<file path="src/rtl/cci_mpf_prim_fifo_arb_pkg.sv">
// Shared types and helpers for the FIFO enqueue arbiter and its round-robin selector.

package cci_mpf_prim_fifo_arb_pkg;

    typedef enum logic [1:0] {
        RUN   = 2'd0,
        DRAIN = 2'd1,
        DONE  = 2'd2
    } arb_state_e;

    // Width of a requester index; never less than one bit.
    function automatic int unsigned idx_width(input int unsigned n);
        return (n < 2) ? 1 : $clog2(n);
    endfunction

endpackage

</file>
<file path="src/rtl/cci_mpf_prim_arb_rr.sv">
// Combinational round-robin selector: the first set request at or after ptr_i wins,
// with the search wrapping from N_REQ-1 back to 0.

module cci_mpf_prim_arb_rr
    import cci_mpf_prim_fifo_arb_pkg::*;
#(
    parameter int unsigned N_REQ = 4,
    parameter int unsigned IDX_W = idx_width(N_REQ)
) (
    input  logic [N_REQ-1:0] req_i,
    input  logic [IDX_W-1:0] ptr_i,
    output logic [N_REQ-1:0] grant_o,
    output logic [IDX_W-1:0] idx_o,
    output logic             valid_o
);

    logic [IDX_W-1:0] cand;

    always_comb begin
        grant_o = '0;
        idx_o   = '0;
        valid_o = 1'b0;
        cand    = '0;
        for (int unsigned k = 0; k < N_REQ; k++) begin
            cand = IDX_W'((32'(ptr_i) + k) % N_REQ);
            if (!valid_o && req_i[cand]) begin
                grant_o[cand] = 1'b1;
                idx_o         = cand;
                valid_o       = 1'b1;
            end
        end
    end

endmodule

</file>
<file path="src/rtl/cci_mpf_prim_fifo_enq_arb.sv">
// Arbitrates N_REQ requesters onto one FIFO enqueue port with a registered enqueue stage
// and a stop-and-drain flush sequence (RUN -> DRAIN -> DONE -> RUN).

module cci_mpf_prim_fifo_enq_arb
    import cci_mpf_prim_fifo_arb_pkg::*;
#(
    parameter int unsigned N_REQ       = 4,
    parameter int unsigned N_DATA_BITS = 32
) (
    input  logic                                  clk,
    input  logic                                  reset,
    input  logic [N_REQ-1:0]                      req_valid,
    input  logic [N_REQ-1:0][N_DATA_BITS-1:0]     req_data,
    output logic [N_REQ-1:0]                      req_grant,
    output logic [N_DATA_BITS-1:0]                fifo_enq_data,
    output logic [idx_width(N_REQ)-1:0]           fifo_enq_tag,
    output logic                                  fifo_enq_en,
    input  logic                                  fifo_notFull,
    input  logic                                  fifo_almostFull,
    input  logic                                  fifo_notEmpty,
    input  logic                                  flush_req,
    output logic                                  flush_done
);

    localparam int unsigned IdxW = idx_width(N_REQ);

    arb_state_e             state_q, state_d;
    logic [IdxW-1:0]        ptr_q, ptr_d;
    logic                   enq_en_q, enq_en_d;
    logic [N_DATA_BITS-1:0] enq_data_q, enq_data_d;
    logic [IdxW-1:0]        enq_tag_q, enq_tag_d;

    logic [N_REQ-1:0]       arb_grant;
    logic [IdxW-1:0]        arb_idx;
    logic                   arb_valid;
    logic                   grant_ok;
    logic                   do_grant;

    cci_mpf_prim_arb_rr #(
        .N_REQ (N_REQ),
        .IDX_W (IdxW)
    ) u_arb_rr (
        .req_i   (req_valid),
        .ptr_i   (ptr_q),
        .grant_o (arb_grant),
        .idx_o   (arb_idx),
        .valid_o (arb_valid)
    );

    // Reset gates the grant so it drops at once, without waiting for an edge.
    always_comb begin
        grant_ok  = !reset && (state_q == RUN) && !flush_req &&
                    fifo_notFull && !fifo_almostFull;
        req_grant = grant_ok ? arb_grant : '0;
        do_grant  = grant_ok && arb_valid;
    end

    always_comb begin
        ptr_d      = ptr_q;
        enq_en_d   = do_grant;
        enq_data_d = enq_data_q;
        enq_tag_d  = enq_tag_q;
        if (do_grant) begin
            ptr_d      = (arb_idx == IdxW'(N_REQ - 1)) ? '0 : arb_idx + 1'b1;
            enq_data_d = req_data[arb_idx];
            enq_tag_d  = arb_idx;
        end
    end

    always_comb begin
        state_d = state_q;
        unique case (state_q)
            RUN:     if (flush_req) state_d = DRAIN;
            // Drained once nothing is in flight to the FIFO and the FIFO is empty.
            DRAIN:   if (!enq_en_q && !fifo_notEmpty) state_d = DONE;
            DONE:    state_d = RUN;
            default: state_d = RUN;
        endcase
    end

    always_ff @(posedge clk or posedge reset) begin
        if (reset) begin
            state_q    <= RUN;
            ptr_q      <= '0;
            enq_en_q   <= 1'b0;
            enq_data_q <= '0;
            enq_tag_q  <= '0;
        end else begin
            state_q    <= state_d;
            ptr_q      <= ptr_d;
            enq_en_q   <= enq_en_d;
            enq_data_q <= enq_data_d;
            enq_tag_q  <= enq_tag_d;
        end
    end

    assign fifo_enq_en   = enq_en_q;
    assign fifo_enq_data = enq_data_q;
    assign fifo_enq_tag  = enq_tag_q;
    assign flush_done    = (state_q == DONE);

    enq_overflow_a: assert property (@(posedge clk) disable iff (reset)
        fifo_enq_en |-> fifo_notFull)
        else $fatal(1, "enqueue into a full FIFO");

endmodule
</file>
<file path="config.mk">
export PLATFORM = sky130hd
export DESIGN_NAME = cci_mpf_prim_fifo_enq_arb
export DESIGN_NICKNAME = d
export VERILOG_FILES = /design/src/rtl/cci_mpf_prim_fifo_arb_pkg.sv /design/src/rtl/cci_mpf_prim_arb_rr.sv /design/src/rtl/cci_mpf_prim_fifo_enq_arb.sv
export SDC_FILE = /design/constraint.sdc
export NUM_CORES = 1
export LEC_CHECK = 0
export ABC_AREA = 1
export ABC_CLOCK_PERIOD_IN_PS = 5200
export BUFFER_PORTS_ARGS = -buffer_cell sky130_fd_sc_hd__buf_2
export CORE_ASPECT_RATIO = 1.5
export CORE_MARGIN = 5
export CORE_UTILIZATION = 44
export DETAILED_ROUTE_END_ITERATION = 12
export PLACE_DENSITY = 0.77
export SLEW_MARGIN = 20
export SYNTH_ARGS = -nofsm -noshare
export SYNTH_HDL_FRONTEND = slang
export SYNTH_SLANG_ARGS = --single-unit
</file>
<file path="constraint.sdc">
create_clock -name clk -period 5.2 [get_ports clk]
set_clock_uncertainty 0.1 [all_clocks]
set_input_delay 0.52 -clock clk [delete_from_list [all_inputs] [get_ports clk]]
set_output_delay 0.52 -clock clk [all_outputs]
set_load 0.01 [all_outputs]
</file>
# Word-level counts from Yosys, hierarchy flattened
# Index checks and enable logic that the tools add are counted.
# Widths: inputs -> output; s select.
[totals] input_bits=138 elab_cells=84 reg_bits=39 out_inout_bits=40
[classes] n_bitwise=3 muxes=35 order_cmp=9 n_addsub=4 reduce_logical=23 n_eq_ne=5
[op_table] operator="$bmux 32 s2" n=1
[op_table] operator="$mux 32" n=1
[op_table] operator="$mux 4" n=5
[op_table] operator="$lt 2x3->1 const B" n=5
[op_table] operator="$mux 2" n=7
[op_table] operator="$logic_and 1x1->1" n=13
[op_table] operator="$mux 1" n=12
[op_table] operator="$or 4x4->4" n=3
[op_table] operator="$bmux 1 s2" n=4
[op_table] operator="$demux 1 s2" n=4
[op_table] operator="$ge 2x1->1 const B" n=4
[op_table] operator="$logic_not 1->1" n=8
[op_table] operator="$add 2x1->2 const B" n=2
[op_table] operator="$add 2x2->2 const B" n=2
[op_table] operator="$eq 2x2->1 const B" n=2
[op_table] operator="$ne 2x2->1 const B" n=2
[op_table] operator="$pmux 2 s2" n=1
[op_table] operator="$eq 2x1->1 const B" n=1
[op_table] operator="$logic_not 2->1" n=1
[op_table] operator="$reduce_and 2->1" n=1

# Longest topological paths before layout
# Gate-level depths: netlist of the first run.
[logic_depth] depth_word=14 ltp_mapped=17 ltp_nobuf=14

# By module
# A second synthesis of the first run with hierarchy kept.
[unflattened] cells_unflattened=632 hier_area_um2=3601.0
[by_module_without_submodules] module="cci_mpf_prim_fifo_enq_arb" area_each_um2=3160.5 n_inst=1 cells_per_inst=558 seq_area_each_um2=975.9
[by_module_without_submodules] module="cci_mpf_prim_arb_rr" area_each_um2=440.4 n_inst=1 cells_per_inst=74 seq_area_each_um2=0.0

# Least setup slack after synthesis of the first run
# OpenSTA, ideal clock, no wires.
[synth_timing] path_kind="input port to flip-flop" startpoint="in reset" endpoint="reg enq_data_q[13], in the netlist fifo_enq_data[13]" n_path_buf=1 t_arrival_ps=2408 path_stages=8 required_ps=5031 setup_slack_ps=2624 setup_ps=69 path_cell_list="inv_1 -> nand4_1 -> nor2_1 -> nand2_2 -> nor2_1 -> buf_2 -> nand3_1 -> nand3_1"
[synth_between] elab_chain_cells=6
[synth_rtl] item="start, declared" line="cci_mpf_prim_fifo_enq_arb.sv:11" source="input logic reset,"
[synth_rtl] item="$logic_not 1->1 (no source line)"
[synth_rtl] item="$logic_and 1x1->1 (3 in series)" line="cci_mpf_prim_fifo_enq_arb.sv:52" source="grant_ok = !reset && (state_q == RUN) && !flush_req &&"
[synth_rtl] item="$logic_and 1x1->1" line="cci_mpf_prim_fifo_enq_arb.sv:53" source="fifo_notFull && !fifo_almostFull;"
[synth_rtl] item="$logic_and 1x1->1" line="cci_mpf_prim_fifo_enq_arb.sv:55" source="do_grant = grant_ok && arb_valid;"
[synth_rtl] item="end signal, assigned" line="cci_mpf_prim_fifo_enq_arb.sv:92" source="enq_data_q <= enq_data_d;"
[synth_rtl] item="end, declared" line="cci_mpf_prim_fifo_enq_arb.sv:30" source="logic [N_DATA_BITS-1:0] enq_data_q, enq_data_d;"
# Every way passes these cells.
# A chain may end at the register's enable or synchronous reset.

# Final worst setup path of the first run
[layout_timing] startpoint="reg ptr_q[0]" endpoint="reg ptr_q[1]"
[layout_between] elab_chain_cells=14 word_cells_on_any_way=29 cone_classes="add/sub (4); eq/ne (1); mux (17); reduce/logical (7)"
[layout_rtl] item="start, declared" line="cci_mpf_prim_fifo_enq_arb.sv:28" source="logic [IdxW-1:0] ptr_q, ptr_d;"
[layout_rtl] item="start signal, assigned" line="cci_mpf_prim_fifo_enq_arb.sv:90" source="ptr_q <= ptr_d;"
[layout_rtl] item="branches (longest 14 deep; another with $add 2x1->2)"
# Several ways; the timed one is not identified. The select of a mux whose other input is x is not followed.

==> results.yml, run 1 <==
sta:
  setup_viol: 0
  rsz0062_at_grt: "false"
  max_freq_mhz: 249
  tns_ps: 0
  hold_viol: 0
  whs_ps: 250
  maxSlewViolCount: 0
  fin_ws_ps: 1190
  worstMarginPinSlew_ps: 765
  fin_crit_sh_pct: 77.1
  min_period_ps: 4010
  relSlewSlack_pct: 49.0
placed_design:
  place.gp.congestion: 0.898
  dp_slack_ps: 1210
  dp.cells: 820
  dp_hpwl_mm: 8.36
  post_dp_cell_area_sq_um: 4250
  io_buffer_count: 177
synthesis:
  syn_area_sq_um: 3370
  synth_area_leaders: "dfrtp_1, nand2_1, nand3_1"
  synth_fp_nets: 710
  synth_top_cell_by_area: "dfrtp_1"
  synth-seq-cells: 39
  synth_top_family_by_area: "simple AND/OR/NAND/NOR gates"
  avgSynthCellArea_sq_um: 5.98
  yosys_warnings: 0
  postSynthCellCount: 564
  synth_mux_area_share_pct: 0
  synth_fa_ha_area_share_pct: 2.97
  synth_compound_area_share_pct: 3.04
  synth-xor-area-share_pct: 0
  synthSimpleGateAreaFrac_pct: 46.5
  synth_cell_types: 29
  synth_seq_area_share_pct: 28.9
  synth_top_area_share_pct: 28.9
die:
  rows: 39
  num_io_pins: 178
  die-area_sq_um: 9560
  die_x_um: 81.5
  initial_core_util_pct: 44.6
  die_h_um: 117
  core_area_sq_um: 7560
pwr:
  p_int_mw: 1.29
  switchingPower_mw: 1.41
  power_frac_seq_pct: 20.5
  swShare_pct: 52.2
  p_leak_nw: 2.85
  p_comb_share_pct: 66.1
  pwr-share-clk_pct: 13.3
  p_per_area_nw_per_um2: 609
  power_mw: 2.69
  vdd_drop_max_uv: 403
detailed_routing:
  wirelength_mm: 10.6
  vias: 3959
  drt_first_iter_violations: 256
  avgViaCountPerCell: 4.78
  ant_nets: 0
  firstDrtPassIters: 5
  drcViolationCount: 0
  drt-wirelength-per-cell_um: 12.7
grt:
  grt_pass1_vias: 3728
  grt.total_usage_pct: 22.2
  grt_max_degree: 87
  antenna_found_initial: 0
  grt-ovfl-total: 0
  grt_pass1_wl_mm: 16.7
final_layout:
  drive_gt1_share_pct: 28.2
  finalInstanceArea_sq_um: 4430
  fin_nets: 871
  final.fill_count: 743
  syn2layout_area_growth_pct: 31.1
  final_core_util_pct: 58.5
  diodes: 0
  finalNonFillerCells: 828
worst_setup_path:
  worstPathCellList: "inv_4, ha_1, inv_1, nand3_1, nand2_2, a21oi_1, nand2_2, nand2_4, inv_1, ha_1, nand2_1, o21ai_0"
  path_delay_family: "simple AND/OR/NAND/NOR gates"
  cp_max_fo: 86
  cp_data_arrival_time_ps: 4060
  path_buf_inv: 3
  path_class: "reg2reg"
  critPathSlowestCell: "nand2_4"
  cp.required_ps: 5250
  end_kind: "flop"
  crit_path_start_kind: "flop"
  timing.critical_path.slowest_cell_delay_ps: 700
worst_hold_path:
  hold_path_class: "in2async"
run_status:
  outcome: "finished clean"
cts:
  clk_path_buf_depth: 2
  clock_sinks: 39
  ctsHoldBuffers: 0
  cts_resized: 0
  cts_root_buf: "clkbuf_16"
  cts_setup_buffers: 0
  cts_tree: "built"
  clk_latency_ps: 280
  ctsHtreeMaxLevel: 2
  cts_made_buffers: 5
  clkTransAtPathRegs_ps: 60
run:
  cap_violations: 0
[cells in the mapped netlist]
library cell / count
a21oi_1: 6
or2_1: 17
clkbuf_1: 4
nand3_1: 112
nand2_4: 3
inv_4: 2
a21boi_0: 1
o21a_1: 1
buf_2: 13
dfrtp_1: 39
buf_4: 4
inv_1: 119
o21ai_0: 6
nand2_1: 192
nand2_2: 6
clkinv_1: 1
nor3_1: 1
buf_1: 1
o211ai_1: 1
a22oi_1: 1
ha_1: 8
o22ai_1: 2
nand4_1: 1
nand4_4: 1
or2_0: 3
nor2_2: 3
inv_2: 1
nor2_1: 11
buf_6: 4
[per-layer routing]
layer  vias up  global-route usage (%)  wire length (um)
li1       2018                       -                 -
met1      1746                    26.0              4030
met2       172                    39.3              5430
met3        23                    4.59               809
met4         0                    8.34               279
met5         -                       0                 0
[area by class of cell]
cell class                      instances  area (sq um)  share of cell area [%]
Timing Repair Buffer                  180           908                    20.5
Multi-Input combinational cell        376          1770                    40.1
Clock buffer                            6           139                    3.14
Clock inverter                          2          35.0                   0.792
Sequential cell                        39           976                    22.1
Tap cell                              102           128                    2.88
Inverter                              123           467                    10.5
[power by group through the flow]
stage	registers [mW]	clock network (mW)	logic [mW]
after floorplan	0.594	0	1.40
after global placement	0.548	0	1.75
after detailed placement	0.552	0	1.78
after CTS	0.552	0.365	1.78
after global routing	0.573	0.377	2.03
final	0.553	0.360	1.78
[logic make-up (layout without fill, tap and decap cells)]
group / count (synthesis) / after routing
buffers and inverters: 149 / 311
flip-flops: 39 / 39
AND/OR/NAND/NOR: 350 / 350
AO/OA/AOI/OAI: 18 / 18
adder cells (fa/ha/maj): 8 / 8
[worst reg2reg max path, stage by stage, from the launching register on]
cell and delay, ps:
dfrtp_1 610, inv_4 120, ha_1 360, inv_1 100, nand3_1 100, nand2_2 110
a21oi_1 200, nand2_2 320, nand2_4 710, inv_1 580, ha_1 430, nand2_1 60
o21ai_0 90
[final timing paths]
kind | startpoint | end | slack (ps) | cells past startpoint
max | ptr_q[0]$_DFFE_PP0P_ | ptr_q[1]$_DFFE_PP0P_ | 1190 | 12
min | reset | fifo_enq_data[7]$_DFFE_PP0P_ | 250 | 3
max reg2reg | ptr_q[0]$_DFFE_PP0P_ | ptr_q[1]$_DFFE_PP0P_ | 1190 | 12
min reg2reg | fifo_enq_en$_DFF_PP0_ | state_q[1]$_DFFE_PP0P_ | 370 | 1
max in group asynchronous | reset | fifo_enq_data[28]$_DFFE_PP0P_ | 4400 | 3
min in group clk | fifo_notEmpty | state_q[1]$_DFFE_PP0P_ | 310 | 2
[registers in the layout (all words and copies together) (netlist names)]
name / cells
fifo_enq_data: 32
fifo_enq_en: 1
fifo_enq_tag: 2
ptr_q: 2
state_q: 2
[cell usage in the layout, fill, tap and decap left out]
master	count
clkbuf_8	1
ha_1	8
buf_2	177
a21boi_0	1
clkbuf_16	5
clkinv_1	1
nand2_2	6
o21a_1	1
nand4_1	1
or2_0	3
o22ai_1	2
bufinv_16	1
nand3_1	112
nand2_4	3
inv_1	118
inv_4	2
nor3_1	1
a22oi_1	1
a21oi_1	6
nand2_1	192
o21ai_0	6
inv_2	2
nor2_1	11
buf_4	3
o211ai_1	1
clkinv_2	1
or2_1	17
dfrtp_1	39
nand4_4	1
nor2_2	3
No activity file was read; power rests on OpenSTA's default activity.
==> inputs of run 2 (changes only) <==
- ABC_CLOCK_PERIOD_IN_PS: 5200 -> 3800
- clock period: 5.2 -> 3.8 ns (I/O delays scaled with it)
==> run 2 against run 1 <==
- combinational power increased by 41%
- first-iteration DRC count fell by 23%
- cell count is 0.36% higher
- die area stayed put
- sequential power grew 37%
- critical path type unchanged
==> results.yml, run 2 (synthesis gave the netlist of run 1 again) <==
run_status:
  outcome: "finished clean"
detailed_routing:
  ant_nets: 0
  wirelength_mm: 10.7
  drt_first_iter_violations: 196
  firstDrtPassIters: 4
  drt-wirelength-per-cell_um: 12.8
  avgViaCountPerCell: 4.81
  drcViolationCount: 0
  vias: 3995
worst_hold_path:
  hold_path_class: "in2async"
cts:
  cts_root_buf: "clkbuf_16"
  cts_resized: 0
  clk_latency_ps: 280
  cts_made_buffers: 5
  cts_setup_buffers: 0
  ctsHoldBuffers: 0
  clkTransAtPathRegs_ps: 60
  ctsHtreeMaxLevel: 2
  clk_path_buf_depth: 2
  cts_tree: "built"
  clock_sinks: 39
worst_setup_path:
  crit_path_start_kind: "flop"
  end_kind: "flop"
  r2r_slack_ps: 620
  cp_max_fo: 64
  cp_data_arrival_time_ps: 3250
  path_class: "reg2reg"
  cp.required_ps: 3870
pwr:
  vdd_drop_max_uv: 673
  p_per_area_nw_per_um2: 841
  p_leak_nw: 2.87
grt:
  grt_max_degree: 65
  antenna_found_initial: 0
  use_met3_pct: 5.21
  use_met2_pct: 40.9
  grt_pass1_vias: 3917
  grt-ovfl-total: 0
  grt.total_usage_pct: 23.1
  grt-busiest-layer: "met2"
  grt_pass1_wl_mm: 17.2
  use_met1_pct: 26.1
final_layout:
  fin_nets: 874
  ff_latch_area_sq_um: 976
  final_core_util_pct: 58.9
  largest_register_ffs: 32
  diodes: 0
  multiInputGateArea_sq_um: 1770
  final_cell_mix: "nand2_1, buf_2, inv_1"
  final.fill_count: 746
  syn2layout_area_growth_pct: 32.0
  drive_gt1_share_pct: 28.5
  final_common_cell: "nand2_1"
die:
  die-area_sq_um: 9560
  die_x_um: 81.5
  rows: 39
  num_io_pins: 178
  die_h_um: 117
  initial_core_util_pct: 44.6
  core_area_sq_um: 7560
run:
  cap_violations: 0
sta:
  tns_ps: 0
  fin_crit_sh_pct: 83.7
  maxSlewViolCount: 0
  relSlewSlack_pct: 61.4
  setup_viol: 0
  worstMarginPinSlew_ps: 579
  fin_ws_ps: 620
  rsz0062_at_grt: "false"
  min_period_ps: 3180
  hold_viol: 0
  max_freq_mhz: 314
placed_design:
  dp_slack_ps: 646
  dp_hpwl_mm: 8.61
  io_buffer_count: 177
  place.gp.congestion: 0.934
==> run 2: changes by cell type in the layout (fill, tap and decap cells not counted), sizes merged <==
cell | before | now
clkinv | 2 | 3
clkbuf | 6 | 5
buf | 180 | 183
==> run 2: final cells by class <==
cell class,instances,area share [%]
clock buffer,5,2.81
clock inverter,3,0.983
inverter,123,10.5
multi-input combinational,376,39.8
sequential,39,21.9
tap,102,2.86
timing repair buffer,183,21.2
==> run 2: path summary, 6_finish.rpt <==
check	start	to	cells past startpoint
max	ptr_q[0]$_DFFE_PP0P_	fifo_enq_data[29]$_DFFE_PP0P_	14
min in group clk	fifo_notEmpty	state_q[1]$_DFFE_PP0P_	2
min reg2reg	fifo_enq_en$_DFF_PP0_	state_q[1]$_DFFE_PP0P_	1
max in group asynchronous	reset	fifo_enq_data[1]$_DFFE_PP0P_	3
min	reset	state_q[0]$_DFFE_PP0P_	3
max reg2reg	ptr_q[0]$_DFFE_PP0P_	fifo_enq_data[29]$_DFFE_PP0P_	14
==> run 2: critical path, cell delays in order, from the launching register on <==
cell     delay [ps]
dfrtp_1         620
inv_4           120
ha_1            370
inv_1           100
nand3_1         110
nand2_2         120
a21oi_1         220
nand2_2         320
nand2_4         360
buf_12          280
nand2_1         100
nand3_1          80
nand2_1          60
nand2_1          50
nand2_1          70
==> run 2: power breakdown <==
part	internal (mW)	total (mW)	leakage [nW]	switching [mW]
clock network	0.309	0.478	0.0838	0.168
registers	0.612	0.757	0.490	0.145
logic	0.873	2.51	2.30	1.64
total	1.79	3.75	2.87	1.95
==> run 2: per-stage QoR <==
stage	total power, mW	hold WS [ps]	instances	instance area (sq um)
floorplan	2.72	352	564	3370
global placement	3.19	340	823	4290
detailed placement	3.27	353	823	4290
CTS	3.76	142	831	4460
global route	4.15	171	831	4460
finish	3.75	123	831	4460
==> run 2: metal layers <==
layer	routed length [um]	part of all wire (%)
met5	0	0
met2	5600	53
met3	809	7.6
met4	319	3.0
met1	3930	37
